`config.mk`:
```
export PLATFORM = sky130hd
export DESIGN_NAME = vga_scanout
export DESIGN_NICKNAME = d
export VERILOG_FILES = /design/src/rtl/vga_scanout.sv
export SDC_FILE = /design/constraint.sdc
export NUM_CORES = 1
export LEC_CHECK = 0
export ABC_AREA = 1
export CAP_MARGIN = 20
export CORE_MARGIN = 4
export CORE_UTILIZATION = 52
export CTS_CLUSTER_DIAMETER = 120
export DETAILED_ROUTE_END_ITERATION = 10
export GPL_ROUTABILITY_DRIVEN = 0
export PLACE_DENSITY_LB_ADDON = 0.05
export SKIP_LAST_GASP = 1
export SLEW_MARGIN = 20
export SYNTH_ARGS = -nofsm -noshare
export SYNTH_HDL_FRONTEND = slang
export SYNTH_SLANG_ARGS = --single-unit
```
`constraint.sdc`:
```
create_clock -name clk -period 2.2 [get_ports clk]
set_clock_uncertainty 0.15 [all_clocks]
set_input_delay 0.44 -clock clk [delete_from_list [all_inputs] [get_ports clk]]
set_output_delay 0.44 -clock clk [all_outputs]
set_load 0.01 [all_outputs]
```
`src/rtl/vga_scanout.sv`:
```
// VGA timing generator and 4x-scaled framebuffer scanout.
// Addresses are combinational from the raster counters; colour/sync are registered one clock later.
module vga_scanout #(
   parameter int H_VISIBLE = 640,
   parameter int H_FRONT   = 16,
   parameter int H_SYNC    = 96,
   parameter int H_BACK    = 48,
   parameter int V_VISIBLE = 480,
   parameter int V_FRONT   = 10,
   parameter int V_SYNC    = 2,
   parameter int V_BACK    = 33
) (
   input  logic       clk,
   input  logic       rst_n,
   output logic [7:0] x_data,
   output logic [7:0] y_data,
   input  logic [7:0] pixelData,
   output logic [3:0] vga_r,
   output logic [3:0] vga_g,
   output logic [3:0] vga_b,
   output logic       hsync,
   output logic       vsync,
   output logic       de,
   output logic       vblank,
   output logic       frame_start
);

   localparam int H_TOTAL = H_VISIBLE + H_FRONT + H_SYNC + H_BACK;
   localparam int V_TOTAL = V_VISIBLE + V_FRONT + V_SYNC + V_BACK;
   localparam int HW      = $clog2(H_TOTAL);
   localparam int VW      = $clog2(V_TOTAL);

   localparam logic [HW-1:0] H_LAST     = HW'(H_TOTAL - 1);
   localparam logic [HW-1:0] H_VIS_END  = HW'(H_VISIBLE);
   localparam logic [HW-1:0] H_SYNC_BEG = HW'(H_VISIBLE + H_FRONT);
   localparam logic [HW-1:0] H_SYNC_END = HW'(H_VISIBLE + H_FRONT + H_SYNC);
   localparam logic [VW-1:0] V_LAST     = VW'(V_TOTAL - 1);
   localparam logic [VW-1:0] V_VIS_END  = VW'(V_VISIBLE);
   localparam logic [VW-1:0] V_SYNC_BEG = VW'(V_VISIBLE + V_FRONT);
   localparam logic [VW-1:0] V_SYNC_END = VW'(V_VISIBLE + V_FRONT + V_SYNC);

   logic [HW-1:0] h_cnt;
   logic [VW-1:0] v_cnt;
   logic          h_vis;
   logic          v_vis;
   logic          h_wrap;
   logic          vis;

   assign h_vis  = (h_cnt < H_VIS_END);
   assign v_vis  = (v_cnt < V_VIS_END);
   assign vis    = h_vis && v_vis;
   assign h_wrap = (h_cnt == H_LAST);

   // Out-of-range addresses (160/120) make the framebuffer return black.
   assign x_data = h_vis ? 8'(h_cnt >> 2) : 8'd160;
   assign y_data = v_vis ? 8'(v_cnt >> 2) : 8'd120;

   always_ff @(posedge clk or negedge rst_n) begin
      if (!rst_n) begin
         h_cnt       <= '0;
         v_cnt       <= '0;
         vga_r       <= '0;
         vga_g       <= '0;
         vga_b       <= '0;
         hsync       <= 1'b1;
         vsync       <= 1'b1;
         de          <= 1'b0;
         vblank      <= 1'b0;
         frame_start <= 1'b0;
      end else begin
         h_cnt <= h_wrap ? '0 : h_cnt + 1'b1;
         if (h_wrap) begin
            v_cnt <= (v_cnt == V_LAST) ? '0 : v_cnt + 1'b1;
         end
         // RGB332 widened to 4 bits per channel by replicating the top bits.
         vga_r       <= vis ? {pixelData[7:5], pixelData[7]} : 4'd0;
         vga_g       <= vis ? {pixelData[4:2], pixelData[4]} : 4'd0;
         vga_b       <= vis ? {pixelData[1:0], pixelData[1:0]} : 4'd0;
         hsync       <= !((h_cnt >= H_SYNC_BEG) && (h_cnt < H_SYNC_END));
         vsync       <= !((v_cnt >= V_SYNC_BEG) && (v_cnt < V_SYNC_END));
         de          <= vis;
         vblank      <= !v_vis;
         frame_start <= (h_cnt == '0) && (v_cnt == '0);
      end
   end

endmodule

```
---- Word level (Yosys, flattened, before mapping) ----
Cells that the tools add are included.
storage, ports and cells
  output and inout bits ................... 33
  register bits ........................... 37
cells by class
  eq/ne operators ......................... 2
  reductions and logical operators ........ 9
  add/subtract/negate cells ............... 2
  multiplexer cells ....................... 7
  magnitude comparators ................... 6
operators by type and width
  kind                                                                           count
  10-bit by 1-bit adder with 10-bit output, second input constant                2
  10-bit equality test, second input constant                                    2
  10-bit logical NOT                                                             2
  10-bit less-than comparator, second input constant                             2
  10-bit by 9-bit less-than comparator with 1-bit output, second input constant  2
  10-bit 2-to-1 mux                                                              2
  8-bit 2-to-1 mux                                                               2
  4-bit 2-to-1 mux                                                               3
  10-bit >= comparator, second input constant                                    1
  10-bit by 9-bit >= comparator with 1-bit output, second input constant         1
  1-bit logical AND                                                              4
  1-bit logical NOT                                                              3

---- Logic depth before layout (Yosys ltp) ----
  word-level depth ........................ 3
  mapped depth ............................ 9
  mapped depth without buffers ............ 8

---- Worst setup path before layout ----
Ideal clock, no wire load.
  path type ............................... register to output
  start point ............................. register h_cnt[8]
  end point ............................... output x_data[0]
  data required time ...................... 1.610 ns
  stages on the path, launching flop included .. 6
  setup slack ............................. 0.565 ns
  data arrival time ....................... 1.045 ns
  path buffers ............................ 0
  path through ............................ dfrtp_1 > nand2_1 > clkinv_2 > nor2_1 > inv_1 > nor2_1
between the ends
  word-level cells in the longest chain between the ends .. 2
RTL lines
  what                         RTL line  RTL
  from (decl)                  42        logic [HW-1:0] h_cnt;
  from (signal assigned)       71        h_cnt <= h_wrap ? '0 : h_cnt + 1'b1;
  10-bit less-than comparator  49        assign h_vis = (h_cnt < H_VIS_END);
  8-bit 2-to-1 mux             55        assign x_data = h_vis ? 8'(h_cnt >> 2) : 8'd160;
  to (decl)                    15        output logic [7:0] x_data,
Every way passes these cells.

---- Worst setup path after layout ----
  start point ............................. register h_cnt[7]
  end point ............................... output x_data[5]
between the ends
  word-level cells in the longest chain between the ends .. 2
RTL lines
  what                         RTL line
  10-bit less-than comparator  49
  8-bit 2-to-1 mux *           55
Every way passes the cells marked *; elsewhere a longest branch is shown, timed or not.

==> results.json <==
{
  "worstSkewPairLatency_ps": 340,
  "r2r_cells": 5,
  "syn2layout_area_growth_pct": 33.21,
  "ir_worst_vdd_mv": 0.3113,
  "grt_setup_unrepaired": "yes",
  "ys_top_cells_by_area": "dfrtp_1, inv_1, nand2_1",
  "via_per_inst": 4.897,
  "critPathSlowestCell": "clkdlybuf4s50_1",
  "cp.arrival_ps": 1550,
  "dpl_cell_area_mm2": 0.002201,
  "cts_tree": "built",
  "maxCapViolations": 0,
  "drive_gt1_share_pct": 15.52,
  "cts_htree_levels": 2,
  "ys_warn_count": 0,
  "crit_chain": "buf_4 -> inv_1 -> nand2_1 -> clkdlybuf4s50_1",
  "timing.rr.start": "h_cnt[0]",
  "first_iter_violations": 83,
  "yosysTopAreaCell": "dfrtp_1",
  "portBuffers": 41,
  "antenna_cells": 0,
  "finalSetupViolCount": 0,
  "dr.pass1.iters": 4,
  "status": "completed",
  "grt_max_degree": 34,
  "worst_setup_path_start_kind": "flop",
  "cts_num_sinks": 33,
  "max_stage_delay_ps": 470,
  "r2r_end": "v_cnt[6]",
  "cts_made_buffers": 5,
  "via_count": 1572,
  "synth_cells": 223,
  "clockRootBuffer": "clkbuf_4",
  "period_needed_ps": 2138,
  "synthesis.nets": 237,
  "globalRouteOverflowTotal": 0,
  "leakage_nw": 1.260,
  "fin_crit_sh_pct": 97.16,
  "seq_area_frac_synth_pct": 47.80,
  "core_area_mm2": 0.003128,
  "critPathKind": "reg -> out",
  "cp_max_fo": 7,
  "fmax_ghz": 0.4678,
  "p_seq_share_pct": 59.2,
  "design_area_mm2": 0.002308,
  "antenna_found_initial": 0,
  "regToRegSetupSlack_ps": 480,
  "power_switching_mw": 0.2329,
  "die_area_mm2": 0.004320,
  "synth_top_area_share_pct": 44.77,
  "p_per_area_mw_per_mm2": 450.8,
  "hold_buffers": 0,
  "num_rows": 20,
  "hp-class": "in -> async",
  "final_cell_mix": "inv_1, nand2_1, nor2_1, dfrtp_1, clkdlybuf4s50_1",
  "path_clk_slew_ps": 100,
  "synth_seq_cells": 33,
  "syn_area_per_cell_um2": 7.771,
  "start_util_pct": 55.40,
  "total_power_mw": 1.041,
  "crit_family": "buffers and inverters",
  "grt_pass1_wl_um": 6810,
  "timing_hold_violations_final": 0,
  "pin_count": 43,
  "grtUsageTotal_pct": 20.68,
  "die_h_um": 65.73,
  "drc_errors": 0,
  "crit_path_end_kind": "output port",
  "antenna_left": 0,
  "crit_buf_inv": 3,
  "clockBufferDepth": 2,
  "pwr-share-clk_pct": 34.7,
  "required_ps": 1610,
  "sw_frac_of_total_pct": 22.38,
  "p_comb_share_pct": 6.1,
  "die_w_um": 65.73,
  "syn_area_mm2": 0.001733,
  "grt_pass1_vias": 1535,
  "post_drt_wl_per_cell_um": 12.29,
  "hpwl_um": 2899,
  "synth_cell_types": 28,
  "finalMaxSlewViolations": 0,
  "drt-total-wl_um": 3944,
  "finalNetCount": 290,
  "final_common_cell": "inv_1",
  "p_int_mw": 0.8077
}
power by group through the flow:
stage | combinational (mW) | clock (mW) | sequential (mW)
2_1_floorplan | 0.0152 | 0 | 0.633
3_3_place_gp | 0.0642 | 0 | 0.628
3_5_place_dp | 0.0650 | 0 | 0.628
4_1_cts | 0.0651 | 0.369 | 0.616
5_1_grt | 0.0694 | 0.391 | 0.618
6_report | 0.0635 | 0.361 | 0.616
per-stage QoR:
step / hold slack (ps) / instances / setup slack, ps / TNS (ps) / util [%]
global route: 373.3 / 321 / -17.02 / -25.17 / 73.80
floorplan: -5.591 / 223 / 564.5 / 0 / -
finish: 329.4 / 321 / 62.41 / 0 / 73.80
global placement: 325.3 / 308 / 122.1 / 0 / 70.36
detailed placement: 328.8 / 308 / 66.07 / 0 / 70.36
CTS: 342.8 / 317 / -202.9 / -202.9 / 72.64
per-layer routing:
layer  GRT usage, %  vias up  routed length, µm
li1               -      785                  -
met1          25.60      729               1713
met2          34.54       50               1914
met3          6.496        8                258
met4          5.699        0                 57
met5              0        -                  0
flip-flops by register name (all words and copies together), names as in the netlist:
signal and count:
v_cnt 10, hsync 1, frame_start 1, vga_b 2, vsync 1, h_cnt 10
vga_g 3, vblank 1, de 1, vga_r 3
layout make-up:
class	instances	area, µm²
Tap cell	44	55.05
Clock buffer	8	58.81
Timing Repair Buffer	54	489.2
Fill cell	246	819.5
Inverter	44	167.7
Multi-Input combinational cell	138	708.2
Sequential cell	33	829.5
worst max-delay path by stage:
stage              from   endpoint  slack [ps]  depth (start not counted)
5_1_grt        v_cnt[5]  y_data[0]         -20                          6
6_report       h_cnt[7]  x_data[5]          60                          4
2_1_floorplan  h_cnt[8]  x_data[0]         560                          5
4_1_cts        v_cnt[5]  y_data[2]        -200                          6
3_3_place_gp   v_cnt[5]  y_data[0]         120                          6
3_5_place_dp   v_cnt[5]  y_data[2]          70                          6
cell families (layout without fill, tap and decap cells):
kind of cell             Yosys count  in the layout  synth area share (%)
AND/OR/NAND/NOR                  115            115                 29.75
adder cells (fa/ha/maj)            4              4                 2.888
buffers and inverters             52            106                 13.00
other                              1              1                0.2164
flip-flops                        33             33                 47.80
XOR/XNOR                           5              5                 2.527
AO/OA/AOI/OAI                     13             13                 3.827
worst register-to-register path, stage by stage (launching register included):
cell     delay (ps)
dfrtp_1         400
ha_1            220
nand4_1         250
nor2_2          340
nand3_2         120
xor2_1          150
what timing repair did:
| item | in CTS | in global routing |
|---|---|---|
| resized for setup | 15 | 20 |
| hold endpoints to repair | 0 | 0 |
| setup buffers | 1 | 4 |
| setup endpoints to repair | 10 | 13 |
| pin swaps | 0 | 0 |
cells in the mapped netlist:
cell type  instances
buf_4              5
a21oi_1            2
buf_2              1
nor3_1             3
nand3_2            2
dfstp_2            2
nand2_1           41
nand4_2            1
nand2_2            1
xor2_1             5
nor2_1            39
o21ai_0           10
inv_1             41
nor4_1             1
buf_6              1
conb_1             1
nand3_1           15
and3_1             1
nand3b_1           1
nand4_1            8
inv_2              1
nor2_2             1
nor3_2             1
ha_1               4
clkbuf_1           1
o22ai_1            1
clkinv_2           2
dfrtp_1           31
Power figures use the tool's default switching activity.
